### src/rtl/button_conditioner.sv
// Synchronises and debounces the pause and direction push-buttons, producing one-cycle
// press strobes and the toggled pause / up_down levels that steer the display counter.

module ButtonDebouncer #(
  parameter int DEBOUNCE_CYCLES = 1000000,
  parameter int CNT_WIDTH       = 20
) (
  input  logic clk,
  input  logic rst_n,
  input  logic btn_i,
  output logic accept_o,
  output logic pulse_o
);

  typedef enum logic [1:0] {
    IDLE,
    PRESS_WAIT,
    PRESSED,
    RELEASE_WAIT
  } state_t;

  // The counter only ever has to reach DEBOUNCE_CYCLES-1 before the state changes.
  localparam logic [CNT_WIDTH-1:0] CNT_LAST = CNT_WIDTH'(DEBOUNCE_CYCLES - 1);

  logic [1:0]           sync_q;
  logic                 stable;
  state_t               state_q, state_d;
  logic [CNT_WIDTH-1:0] cnt_q, cnt_d;
  logic                 pulse_q;
  logic                 accept;

  always_ff @(posedge clk or negedge rst_n) begin
    if (!rst_n) begin
      sync_q <= 2'b00;
    end else begin
      sync_q <= {sync_q[0], btn_i};
    end
  end

  assign stable = sync_q[1];

  always_ff @(posedge clk or negedge rst_n) begin
    if (!rst_n) begin
      state_q <= IDLE;
      cnt_q   <= '0;
      pulse_q <= 1'b0;
    end else begin
      state_q <= state_d;
      cnt_q   <= cnt_d;
      pulse_q <= accept;
    end
  end

  always_comb begin
    state_d = state_q;
    cnt_d   = cnt_q;
    accept  = 1'b0;
    case (state_q)
      IDLE: begin
        cnt_d = '0;
        if (stable) begin
          state_d = PRESS_WAIT;
        end
      end
      PRESS_WAIT: begin
        if (!stable) begin
          state_d = IDLE;
          cnt_d   = '0;
        end else if (cnt_q == CNT_LAST) begin
          state_d = PRESSED;
          cnt_d   = '0;
          accept  = 1'b1;
        end else begin
          cnt_d = cnt_q + 1'b1;
        end
      end
      PRESSED: begin
        cnt_d = '0;
        if (!stable) begin
          state_d = RELEASE_WAIT;
        end
      end
      RELEASE_WAIT: begin
        // A bounce back to high means the button is still held; no new press.
        if (stable) begin
          state_d = PRESSED;
          cnt_d   = '0;
        end else if (cnt_q == CNT_LAST) begin
          state_d = IDLE;
          cnt_d   = '0;
        end else begin
          cnt_d = cnt_q + 1'b1;
        end
      end
      default: begin
        state_d = IDLE;
        cnt_d   = '0;
      end
    endcase
  end

  assign accept_o = accept;
  assign pulse_o  = pulse_q;

endmodule

module button_conditioner #(
  parameter int DEBOUNCE_CYCLES = 1000000,
  parameter int CNT_WIDTH       = 20
) (
  input  logic clk,
  input  logic reset,
  input  logic btn_pause,
  input  logic btn_dir,
  output logic pause_pulse,
  output logic dir_pulse,
  output logic pause,
  output logic up_down
);

  logic pauseAccept, dirAccept;
  logic pause_q, pause_d;
  logic upDown_q, upDown_d;

  ButtonDebouncer #(
    .DEBOUNCE_CYCLES(DEBOUNCE_CYCLES),
    .CNT_WIDTH      (CNT_WIDTH)
  ) u_pauseDebounce (
    .clk     (clk),
    .rst_n   (reset),
    .btn_i   (btn_pause),
    .accept_o(pauseAccept),
    .pulse_o (pause_pulse)
  );

  ButtonDebouncer #(
    .DEBOUNCE_CYCLES(DEBOUNCE_CYCLES),
    .CNT_WIDTH      (CNT_WIDTH)
  ) u_dirDebounce (
    .clk     (clk),
    .rst_n   (reset),
    .btn_i   (btn_dir),
    .accept_o(dirAccept),
    .pulse_o (dir_pulse)
  );

  // Levels flip on the same edge that launches the strobe, so both change together.
  always_comb begin
    pause_d  = pause_q ^ pauseAccept;
    upDown_d = upDown_q ^ dirAccept;
  end

  always_ff @(posedge clk or negedge reset) begin
    if (!reset) begin
      pause_q  <= 1'b0;
      upDown_q <= 1'b1;
    end else begin
      pause_q  <= pause_d;
      upDown_q <= upDown_d;
    end
  end

  assign pause   = pause_q;
  assign up_down = upDown_q;

endmodule

### config.mk
export PLATFORM = sky130hd
export DESIGN_NAME = button_conditioner
export DESIGN_NICKNAME = d
export VERILOG_FILES = /design/src/rtl/button_conditioner.sv
export SDC_FILE = /design/constraint.sdc
export NUM_CORES = 1
export LEC_CHECK = 0
export BUFFER_PORTS_ARGS = -buffer_cell sky130_fd_sc_hd__buf_4
export CORE_ASPECT_RATIO = 1.1
export CORE_MARGIN = 4
export CORE_UTILIZATION = 45
export CTS_CLUSTER_SIZE = 20
export DETAILED_ROUTE_END_ITERATION = 12
export GPL_TIMING_DRIVEN = 0
export PLACE_DENSITY = 0.67
export SLEW_MARGIN = 20
export SYNTH_ARGS = -nofsm -noshare
export SYNTH_HDL_FRONTEND = slang
export SYNTH_SLANG_ARGS = --single-unit
### constraint.sdc
create_clock -name clk -period 2.35 [get_ports clk]
set_input_delay 0.235 -clock clk [delete_from_list [all_inputs] [get_ports clk]]
set_output_delay 0.235 -clock clk [all_outputs]
set_load 0.05 [all_outputs]
Word-level counts from Yosys, hierarchy flattened:

Index checks and enable logic that the tools add are counted.

* input port bits: 4
* bits in registers: 52
* logic and storage cells: 64
* output and inout bits: 4

* reduce and logical (&&, ||, !) cells: 6
* bitwise operators: 2
* equal/unequal tests: 16
* mux-type cells: 28
* add/subtract/negate cells: 2

Operators by type and width (count)
* $mux W20: 6
* $pmux W20 S3: 2
* $add A20 B1 Y20 const B: 2
* $eq A20 B20 Y1 const B: 2
* $mux W2: 12
* $pmux W2 S4: 2
* $eq A2 B2 Y1 const B: 4
* $reduce_and A4 Y1: 2
* $mux W1: 6
* $ne A3 B1 Y1 const B: 2
* $ne A3 B3 Y1 const B: 2
* $eq A2 B1 Y1 const B: 2
* $logic_not A2 Y1: 2
* $ne A2 B1 Y1 const B: 2
* $ne A2 B2 Y1 const B: 2
* $reduce_or A2 Y1: 2
* $xor A1 B1 Y1: 2

Logic depth before layout (Yosys ltp):

* depth after elaboration: 5
* gate-level depth with buffers: 7
* mapped depth without buffers: 5

Hierarchy:

From an unflattened synthesis, not the netlist that was laid out.

* cells, all modules: 239
* area total of the unflattened synthesis: 2501.1 um^2

Modules (own cells, without submodules)
* ButtonDebouncer at u_dirDebounce: instances 1, cells an instance 122, area each 1265.0 um^2, seq. area each 625.6 um^2
* ButtonDebouncer at u_pauseDebounce: instances 1, cells an instance 113, area each 1167.4 um^2, seq. area each 625.6 um^2
* button_conditioner: instances 1, cells an instance 4, area each 68.8 um^2, seq. area each 51.3 um^2

Worst setup path before layout:

OpenSTA, ideal clock, no wires.

* kind: register -> register
* start point: register u_dirDebounce.cnt_q[7]
* end point: register with a tool-made name
* stages on the path, launching flop included: 5
* data required time: 2223 ps
* slack: 675 ps
* path buffers: 0
* data arrival time: 1548 ps
* library setup time: 127 ps
* clock period less this slack: 1675 ps
* path through: dfrtp_1 -> or4_1 -> nor4_2 -> nand3_1 -> mux2_1

RTL lines
* start: declaration: line 28 `logic [CNT_WIDTH-1:0] cnt_q, cnt_d;`
* start signal: assignment: line 49 `cnt_q <= cnt_d;`

Worst setup path in the final report:

* start point: register u_pauseDebounce.cnt_q[0]
* end point: register u_pauseDebounce.cnt_q[19]

* longest elaborated chain between the ends: 4
* elaborated cells on any way between the ends: 6
* classes of those cells: 1 x add/sub; 1 x eq/ne; 4 x mux

RTL lines
* start: declaration: line 28
* start signal: assignment: line 49
* $add A20 B1 Y20 / $eq A20 B20 Y1 (equally long branches)
* $mux W20 *: line 69, 88
* $mux W20, on equally long branches: line 85, 66
* $pmux W20 S3 *: line 58 `case (state_q)`
* via u_pauseDebounce.cnt_d[19]: line 28

Mark *: on every way through the listed nets, which the timed path passes. The rest lies on a longest branch.
A chain may end at the register's enable or synchronous reset.

==> flow_metrics.tcl <==
set metrics [dict create \
    cts_resized 0 \
    p_seq_frac 0.569 \
    antenna_cells 0 \
    netlist_area_mm2 0.002461 \
    ys_seq_area_frac 0.5292 \
    regToRegEndpoint "u_pauseDebounce.cnt_q[19]" \
    numPortBuffers 7 \
    use_met2 0.2178 \
    placedCellCount 312 \
    rrSetupSlack_ps 430 \
    status "finished, final reports clean" \
    nets 254 \
    p_switching_uw 327.7 \
    timing.fmax_mhz 521.1 \
    finalHoldViolCount 0 \
    critPathBufInv 3 \
    pin_count 8 \
    slowest_delay_ps 450 \
    critPathKind "reg -> reg" \
    tightest_slew_ps 622.7 \
    die_x_um 78.51 \
    min_path_cells 1 \
    finalWorstPathRequiredPeriod_ps 1919 \
    grt-busiest-layer "met2" \
    viasPerCell 5.174 \
    critPathCaptureType "flip-flop" \
    numCtsBuffers 5 \
    drt-initial-drc-count 70 \
    num_vias 1661 \
    final.fill_count 473 \
    fp.coreArea_mm2 0.005135 \
    areaGrowthSynthToFinish_pct 11.13 \
    wl_per_cell_um 12.71 \
    die_area_mm2 0.006717 \
    cts_sinks 52 \
    synth_ff_type "dfrtp_1" \
    startpoint_type "flip-flop" \
    drc 0 \
    met3_usage 0.03046 \
    post-route-period-util 0.8167 \
    clk_latency_ps 300 \
    critical_path_required_ps 2550 \
    cp_max_fo 10 \
    clk_pin_slew_ps 100 \
    grt.overflow.total 0 \
    p_per_area_mw_per_mm2 582.8 \
    gp_congestion 0.7935 \
    core.rowCount 27 \
    synth_nets 239 \
    holdCritStartpoint "btn_pause" \
    setup_viol 0 \
    ant_nets 0 \
    dr.pass1.iters 4 \
    critical_path_cell_count 7 \
    syn_inst 233 \
    slowest_stage "nor4_1" \
    synth_area_per_cell_um2 10.56 \
    drv_cap 0 \
    critical_path_arrival_ps 2120 \
    post-cts-setup-buffers 0 \
    p_leak_nw 1.174 \
    hold_path_end "u_pauseDebounce.sync_q[0]" \
    dp_hpwl_um 2773 \
    p_clk_frac 0.400 \
    synth_edf_count 0 \
    synth.distinct_cells 38 \
    finalNonFillerCells 321 \
    clock-root-buffer "clkbuf_8" \
    crit_top_cell "buf_2" \
    rr_worst_depth 7 \
    tritoncts "yes" \
    crit_family "buffers and inverters" \
    cts_buffer_depth 2 \
    worstPathCellList "ha_1 -> buf_2 -> inv_1 -> nor4_1 -> a21o_1 -> buf_2 -> o21ba_2" \
    grt_usage 0.1318 \
    finalClockSkew_ps 9.605 \
    drive_above_1_share 0.1365 \
    ir_drop_mv 0.3855 \
    grt_max_degree 53 \
    slew_headroom 0.5848 \
    ys_ff_latch 52 \
    grt_pass1_vias 1545 \
    initial_utilization 0.4793 \
    async_flop_share 1.000 \
    drt-total-wl_um 4081 \
    antenna_found_initial 0 \
    r2r-start "u_pauseDebounce.cnt_q[0]" \
    rsz0062_at_grt "no" \
    yosysWarnings 0 \
    switching_share 0.2056 \
    grt_pass1_wl_um 7210 \
    min_path_type "in -> reg" \
    p_int_mw 1.266 \
    tns_ps 0 \
    h-tree-depth 2 \
    slew_violations 0 \
    die_y_um 85.56 \
    p_comb_frac 0.031 \
    met1_usage 0.1686 \
]
==> routing by layer <==
metal	vias up	wire, µm
met5	-	0
met4	0	58
met3	5	81
met2	9	1941
met1	800	1999
li1	847	-
==> cell usage in the layout, fill, tap and decap left out, drive strengths merged, types with 2 or more instances in the layout <==
master  instances
a21o            2
a21oi           9
and2            4
and3            4
and4            8
buf            16
clkbuf          7
dfrtp          51
ha              2
inv             5
mux2            2
nand2          12
nand2b          2
nand3          15
nand3b          2
nand4          10
nor2           33
nor2b           2
nor4            6
o21ai           4
o31ai           5
or3             4
or4             6
xnor2           6
xor2           24
==> cell usage after synthesis, types with 2 or more instances <==
cell      instances  area share
and2_1            3      0.0076
a21o_1            2      0.0061
and4_1            6       0.021
a21oi_1           9       0.018
and3_1            4       0.010
ha_1              2       0.010
and4_2            2      0.0081
o31ai_1           5       0.015
nand3b_1          2      0.0061
or4_1             6       0.018
xor2_1           24       0.085
nand3_2           2      0.0081
buf_2             4      0.0081
buf_6             3       0.014
buf_4             2      0.0061
nor4_1            5       0.013
nand4_1          10       0.025
dfrtp_1          51        0.52
inv_1             5      0.0076
or3_1             4       0.010
nor2_1           33       0.050
xnor2_1           6       0.021
nand3_1          13       0.026
nand2_1          12       0.018
o21ai_0           4      0.0081
nor2b_1           2      0.0051
==> state kept, by name (all words and copies together) (netlist names), named ones only <==
register	flops
u_dirDebounce.sync_q	2
u_pauseDebounce.state_q	1
u_pauseDebounce.sync_q	2
u_dirDebounce.pulse_o	1
up_down	1
u_dirDebounce.cnt_q	20
u_dirDebounce.state_q	1
pause	1
u_pauseDebounce.pulse_o	1
u_pauseDebounce.cnt_q	20
==> worst reg2reg max path, stage by stage (launching register included) <==
cell	delay, ps
dfrtp_1	370
ha_1	140
buf_2	190
inv_1	80
nor4_1	450
a21o_1	190
buf_2	220
o21ba_2	190
==> kinds of logic after synthesis <==
family	count (synthesis)	synth area share
XOR/XNOR	30	0.1068
AO/OA/AOI/OAI	22	0.05541
buffers and inverters	15	0.03711
multiplexers	2	0.009150
adder cells (fa/ha/maj)	2	0.01017
flip-flops	52	0.5292
AND/OR/NAND/NOR	110	0.2522
==> stage by stage <==
stage               utilization  cell area (µm²)  total power [mW]  hold WS [ps]  worst slack (ps)
floorplan                     -             2461            0.9474        -60.59             674.8
global placement         0.5071             2604            0.9751         306.6             401.5
detailed placement       0.5071             2604            0.9755         305.2             398.5
finish                   0.5327             2735             1.594         30.28             430.8
global route             0.5327             2735             1.664         18.47             224.2
CTS                      0.5327             2735             1.617         21.08             398.2
==> timing repair <==
item                                    CTS  global route
hold endpoints to repair                 51             0
endpoints found under the setup margin    0             0
hold buffers                              1             0
==> layout make-up <==
class | count | area, µm² | share of cell area
Multi-Input combinational cell | 166 | 1067 | 0.3902
Clock buffer | 6 | 82.58 | 0.03019
Tap cell | 72 | 90.09 | 0.03294
Buffer | 10 | 72.57 | 0.02653
Clock inverter | 2 | 38.79 | 0.01418
Timing Repair Buffer | 8 | 62.56 | 0.02287
Sequential cell | 52 | 1303 | 0.4762
Inverter | 5 | 18.77 | 0.006862
==> power groups by stage <==
stage	sequential [mW]	clock, mW	combinational [mW]
2_1_floorplan	0.925	0	0.0227
3_3_place_gp	0.925	0	0.0499
3_5_place_dp	0.926	0	0.0499
4_1_cts	0.908	0.658	0.0513
5_1_grt	0.909	0.698	0.0573
6_report	0.908	0.638	0.0489
==> how the worst max path moves through the flow <==
| stage | startpoint | to | slack (ps) |
|---|---|---|---|
| floorplan | u_dirDebounce.cnt_q[7] | flip-flop | 670 |
| global placement | u_pauseDebounce.cnt_q[0] | u_pauseDebounce.cnt_q[19] | 400 |
| detailed placement | u_pauseDebounce.cnt_q[0] | u_pauseDebounce.cnt_q[19] | 400 |
| CTS | u_pauseDebounce.cnt_q[0] | u_pauseDebounce.cnt_q[19] | 400 |
| global route | u_pauseDebounce.cnt_q[0] | u_pauseDebounce.cnt_q[19] | 220 |
| finish | u_pauseDebounce.cnt_q[0] | u_pauseDebounce.cnt_q[19] | 430 |
No activity file was read; power rests on OpenSTA's default activity.
